**config.mk**
```make
export PLATFORM = sky130hd
export DESIGN_NAME = gold_nic
export DESIGN_NICKNAME = d
export VERILOG_FILES = /design/src/rtl/gold_nic_pkg.sv /design/src/rtl/gold_nic_chbuf.sv /design/src/rtl/gold_nic.sv
export SDC_FILE = /design/constraint.sdc
export NUM_CORES = 1
export LEC_CHECK = 0
export CAP_MARGIN = 30
export CORE_MARGIN = 1
export CORE_UTILIZATION = 45
export DETAILED_ROUTE_END_ITERATION = 10
export GPL_TIMING_DRIVEN = 0
export PLACE_DENSITY = 0.9
export SETUP_SLACK_MARGIN = 0.2
export SLEW_MARGIN = 15
export SYNTH_ARGS = -nofsm -noshare
export SYNTH_HDL_FRONTEND = slang
export SYNTH_SLANG_ARGS = --single-unit
```
**constraint.sdc**
```tcl
create_clock -name clk -period 1.39 [get_ports clk]
set_input_delay 0.278 -clock clk [delete_from_list [all_inputs] [get_ports clk]]
set_output_delay 0.278 -clock clk [all_outputs]
set_load 0.05 [all_outputs]
```
**src/rtl/gold_nic_pkg.sv**
```systemverilog
// Shared constants and packet layout for the gold_nic ring network interface.
package gold_nic_pkg;

  localparam int unsigned DATA_W = 64;
  localparam int unsigned VC_BIT = 63;

  localparam logic [1:0] ADDR_IBUF  = 2'b00;
  localparam logic [1:0] ADDR_ISTAT = 2'b01;
  localparam logic [1:0] ADDR_OBUF  = 2'b10;
  localparam logic [1:0] ADDR_OSTAT = 2'b11;

  typedef struct packed {
    logic        vc;
    logic        dir;
    logic [5:0]  rsvd;
    logic [7:0]  hop;
    logic [15:0] src;
    logic [31:0] payload;
  } pkt_t;

endpackage

```
**src/rtl/gold_nic_chbuf.sv**
```systemverilog
// Single-entry channel buffer: load fills an empty slot, drain empties it.
module gold_nic_chbuf #(
  parameter int unsigned W = 64
) (
  input  logic         clk,
  input  logic         reset,
  input  logic         i_load,
  input  logic [W-1:0] i_data,
  input  logic         i_drain,
  output logic         o_full,
  output logic [W-1:0] o_data
);

  logic         r_full;
  logic [W-1:0] r_data;

  // A load into a full slot is dropped; contents survive a drain.
  always_ff @(posedge clk) begin
    if (reset) begin
      r_full <= 1'b0;
      r_data <= '0;
    end else if (i_load && !r_full) begin
      r_full <= 1'b1;
      r_data <= i_data;
    end else if (i_drain) begin
      r_full <= 1'b0;
    end
  end

  assign o_full = r_full;
  assign o_data = r_data;

endmodule

```
**src/rtl/gold_nic.sv**
```systemverilog
// Ring NIC: memory-mapped processor registers, one-entry in/out channel buffers.
module gold_nic #(
  parameter int unsigned DATA_W = gold_nic_pkg::DATA_W,
  parameter int unsigned VC_BIT = gold_nic_pkg::VC_BIT
) (
  input  logic              clk,
  input  logic              reset,
  input  logic [1:0]        addr,
  input  logic [DATA_W-1:0] d_in,
  output logic [DATA_W-1:0] d_out,
  input  logic              nicEn,
  input  logic              nicWrEn,
  output logic              net_so,
  input  logic              net_ro,
  output logic [DATA_W-1:0] net_do,
  input  logic              net_polarity,
  input  logic              net_si,
  output logic              net_ri,
  input  logic [DATA_W-1:0] net_di
);
  import gold_nic_pkg::*;

  logic              w_wr;
  logic              w_rd;
  logic              w_obuf_load;
  logic              w_obuf_full;
  logic [DATA_W-1:0] w_obuf;
  logic              w_ibuf_load;
  logic              w_ibuf_drain;
  logic              w_ibuf_full;
  logic [DATA_W-1:0] w_ibuf;
  logic [DATA_W-1:0] w_d_out_d;
  logic [DATA_W-1:0] r_d_out;

  assign w_wr = nicEn & nicWrEn;
  assign w_rd = nicEn & ~nicWrEn;

  assign w_obuf_load = w_wr & (addr == ADDR_OBUF) & ~w_obuf_full;
  // Only inject when the packet's virtual channel matches this cycle's ring polarity.
  assign net_so      = w_obuf_full & net_ro & (w_obuf[VC_BIT] == net_polarity);
  assign net_do      = w_obuf;

  assign net_ri       = ~w_ibuf_full;
  assign w_ibuf_load  = net_si & net_ri;
  assign w_ibuf_drain = w_rd & (addr == ADDR_IBUF) & w_ibuf_full;

  gold_nic_chbuf #(
    .W (DATA_W)
  ) u_obuf (
    .clk     (clk),
    .reset   (reset),
    .i_load  (w_obuf_load),
    .i_data  (d_in),
    .i_drain (net_so),
    .o_full  (w_obuf_full),
    .o_data  (w_obuf)
  );

  gold_nic_chbuf #(
    .W (DATA_W)
  ) u_ibuf (
    .clk     (clk),
    .reset   (reset),
    .i_load  (w_ibuf_load),
    .i_data  (net_di),
    .i_drain (w_ibuf_drain),
    .o_full  (w_ibuf_full),
    .o_data  (w_ibuf)
  );

  always_comb begin
    w_d_out_d = '0;
    if (w_rd) begin
      case (addr)
        ADDR_IBUF:  w_d_out_d = w_ibuf;
        ADDR_ISTAT: w_d_out_d = {{(DATA_W-1){1'b0}}, w_ibuf_full};
        ADDR_OBUF:  w_d_out_d = w_obuf;
        ADDR_OSTAT: w_d_out_d = {{(DATA_W-1){1'b0}}, w_obuf_full};
        default:    w_d_out_d = '0;
      endcase
    end
  end

  always_ff @(posedge clk) begin
    if (reset) r_d_out <= '0;
    else       r_d_out <= w_d_out_d;
  end

  assign d_out = r_d_out;

endmodule

```
==> run_results.csv <==
group,metric,value,unit
outcome,status,"finished with violations",
outcome,violations,"negative setup slack",
sta,fin_crit_sh,111.1,%
clock_tree,clk_latency,0.43,ns
placement,dp_hpwl,15500,um
critical_path,path_class,"flip-flop to output port",
global_routing,grt_pass1_vias,7315,
logic_synthesis,netlist.area_leader.share,51.85,%
die,die_x,131.0,um
sta,grt_setup_unrepaired,"yes",
critical_path,cp_cell_sequence,"xnor2_4 > and3_4 > buf_12",
cells_and_area,multi_input_area,3322,um^2
clock_tree,cts_tree,"done",
logic_synthesis,yosysSeqAreaShare,51.85,%
cells_and_area,drive_above_1_share,38.67,%
die,fp-row-count,46,
critical_path,worstPathRequired,1.11,ns
drt,num_vias,7010,
clock_tree,clock-root-buffer,"clkbuf_16",
die,io_pins,267,
critical_path,endpoint,"net_so",
sta,period_needed,1.544,ns
logic_synthesis,avgSynthCellArea,9.652,um^2
global_routing,grt_start_max_net_pins,17,
logic_synthesis,synth.cell_area,7490,um^2
logic_synthesis,synth_area_leaders,"dfxtp_1 52%, mux2i_1 17%, nand2b_1 11%",
sta,relSlewSlack,64.05,%
critical_path,slowest_stage,"dfxtp_4",
placement,dp_slack,-0.8511,ns
pwr,clkPwrFrac,39.7,%
sta,fin_ws,-0.1543,ns
sta,fin_worst_skew,0.009472,ns
logic_synthesis,yosys.area.top_type,"dfxtp_1",
cells_and_area,nFillCells,862,
placement,numPortBuffers,266,
placement,place_area,10430,um^2
sta,fmax,647.6,MHz
clock_tree,cts.sinks,194,
sta,timing.hold.ws,0.3368,ns
critical_path,crit_start,"u_obuf.o_data[63]$_SDFFE_PP0P_",
critical_path,critPathLaunchType,"flip-flop",
global_routing,gr-usage-all-layers,29.46,%
sta,tightest_slew,0.5393,ns
placement,gp_congestion,0.7917,
flow_run,maxCapViolations,0,
critical_path,r2r_slack,0.08,ns
min_path,hold_class,"primary input to flip-flop",
sta,hold_violations,0,
critical_path,reg2regPathDepth,6,
die,die_height,131.0,um
clock_tree,cts_buffer_depth,2,
sta,tns,-0.1543,ns
cells_and_area,final_cells,1389,
global_routing,grt_pass1_wl,37480,um
critical_path,worstSetupEndpointType,"output port",
logic_synthesis,synthCells,776,
critical_path,cpLargestDelayFamily,"flip-flops",
global_routing,antenna_found_initial,4,
logic_synthesis,synthesis.nets,913,
logic_synthesis,synth-seq-cells,194,
drt,drc,0,
die,coreArea,16060,um^2
drt,routed_via_density,5.047,
pwr,combPwrFrac,14.4,%
critical_path,r2r_start,"u_obuf.o_full$_SDFFE_PP0P_",
drt,drtIter0Drc,332,
critical_path,path_buf_inv,1,
die,die_area,17160,um^2
pwr,p_per_area,967.6,nW/um^2
drt,drt_first_pass_iters,5,
critical_path,critPathArrivalTime,1.27,ns
pwr,seqPwrFrac,46.0,%
sta,setup-violations-final,1,
sta,final_max_slew_viol_count,0,
pwr,ir_drop,0.8214,mV
pwr,p_leak,0.005374,uW
clock_tree,htreeDepth,4,
pwr,power.internal,9545,uW
critical_path,rr_endpoint,"u_obuf.o_data[19]$_SDFFE_PP0P_",
cells_and_area,seqCellArea,4089,um^2
critical_path,cp_max_fo,2,
drt,wirelength,26430,um
cells_and_area,fin_area,13090,um^2
logic_synthesis,synth_warnings,0,
pwr,swShare,24.65,%
drt,wl_per_cell,19.03,um
cells_and_area,fin_nets,1293,
placement,placedCellCount,1258,
clock_tree,cts_inserted_buffers,17,
min_path,hold_path.startpoint,"nicEn",
drt,ant_nets,0,
clock_tree,cts.clk_slew.worst_paths,0.07,ns
critical_path,max_stage_delay,0.37,ns
global_routing,grt-ovfl-total,0,
logic_synthesis,synth_cell_type_count,21,
die,start_util,46.64,%
pwr,p_switching,3123,uW
cells_and_area,syn_to_final_growth,74.81,%
critical_path,path_depth,3,
layer usage:
layer | vias up | global-route usage (%) | part of all wire, %
met3 | 76 | 6.881 | 5.9
met2 | 289 | 55.06 | 52
met5 | - | 0 | 0
met4 | 0 | 15.35 | 4.0
met1 | 3361 | 30.50 | 38
li1 | 3284 | - | -
worst min path at each step:
| stage | endpoint | slack, ns | depth (start not counted) |
|---|---|---|---|
| after CTS | d_out[0]$_SDFF_PP0_ | 0.30 | 2 |
| after global placement | u_ibuf.o_data[11]$_SDFFE_PP0P_ | 0.44 | 2 |
| after floorplan | u_ibuf.o_data[0]$_SDFFE_PP0P_ | 0.41 | 2 |
| after detailed placement | u_ibuf.o_data[43]$_SDFFE_PP0P_ | 0.45 | 2 |
| after global routing | d_out[0]$_SDFF_PP0_ | 0.34 | 2 |
| final | d_out[0]$_SDFF_PP0_ | 0.34 | 2 |
through the flow:
stage / power, uW / util [%]
detailed placement: 7422 / 64.95
CTS: 12550 / 79.39
global route: 13050 / 81.53
floorplan: 6715 / -
finish: 12670 / 81.53
global placement: 7390 / 64.95
flip-flops by register name, indices dropped and copies added (netlist names):
signal / cells
d_out: 64
u_ibuf.o_data: 64
u_ibuf.o_full: 1
u_obuf.o_data: 64
u_obuf.o_full: 1
Yosys cell counts:
library cell / instances
o31ai_1: 1
nor3_4: 1
buf_2: 30
and3_1: 2
buf_4: 7
xnor2_1: 1
mux4_2: 1
a21boi_0: 1
nor2_1: 64
clkbuf_1: 13
mux2i_1: 127
a21oi_1: 65
buf_6: 1
inv_1: 1
nand2_1: 129
o21ba_1: 1
nand2b_4: 1
nand2b_1: 130
nor2b_1: 1
dfxtp_1: 194
buf_12: 5
area by class of cell:
type | count | area share [%]
Antenna cell | 4 | 0.07645
Buffer | 56 | 3.775
Clock buffer | 21 | 3.670
Clock inverter | 11 | 0.9652
Inverter | 1 | 0.04778
Multi-Input combinational cell | 525 | 25.37
Sequential cell | 194 | 31.23
Tap cell | 216 | 2.064
Timing Repair Buffer | 361 | 32.80
cell usage in the layout, fill, tap and decap left out, types with 3 or more instances in the layout:
cell type        instances
buf_8                  130
nand2b_1               129
nand2_1                129
clkdlybuf4s50_1        129
mux2i_1                122
dfxtp_2                113
buf_4                   81
nor2_1                  64
dfxtp_1                 64
a21oi_1                 62
clkbuf_16               17
dfxtp_4                 17
buf_2                   16
buf_6                   16
buf_12                  16
clkbuf_1                 9
buf_16                   8
diode_2                  4
mux2i_2                  4
clkbuf_8                 4
a21oi_2                  3
clkbuf_2                 3
clkinv_4                 3
clkinv_2                 3
dlygate4sd2_1            3
cells by family after synthesis:
kind of cell | count (synthesis) | synth area share [%]
and+or+nand+nor | 328 | 21.18
AOI/OAI and AO/OA | 68 | 4.678
muxes | 128 | 17.27
buffers and inverters | 57 | 4.895
xor gates and xnor gates | 1 | 0.1170
DFF | 194 | 51.85
power by group through the flow:
stage | clock network, uW | logic [uW] | registers (uW)
2_1_floorplan | 0 | 619 | 6100
3_3_place_gp | 0 | 1450 | 5940
3_5_place_dp | 0 | 1470 | 5950
4_1_cts | 5030 | 1710 | 5810
5_1_grt | 5290 | 1930 | 5830
6_report | 5020 | 1820 | 5820
what timing repair did:
| action | in CTS | in global routing |
|---|---|---|
| cloned | 8 | 2 |
| setup endpoints to repair | 323 | 232 |
| buffers inserted | 73 | 12 |
| pin swaps | 5 | 2 |
| gates resized for setup | 1214 | 60 |
| hold buffers | 0 | 0 |
worst reg2reg max path: stages, from the launching register on:
cell	delay [ns]
dfxtp_4	0.36
nor3_4	0.15
buf_12	0.15
buf_12	0.14
buf_12	0.11
buf_16	0.11
mux2i_1	0.21
Note: power is estimated with default switching activity, not from simulation.
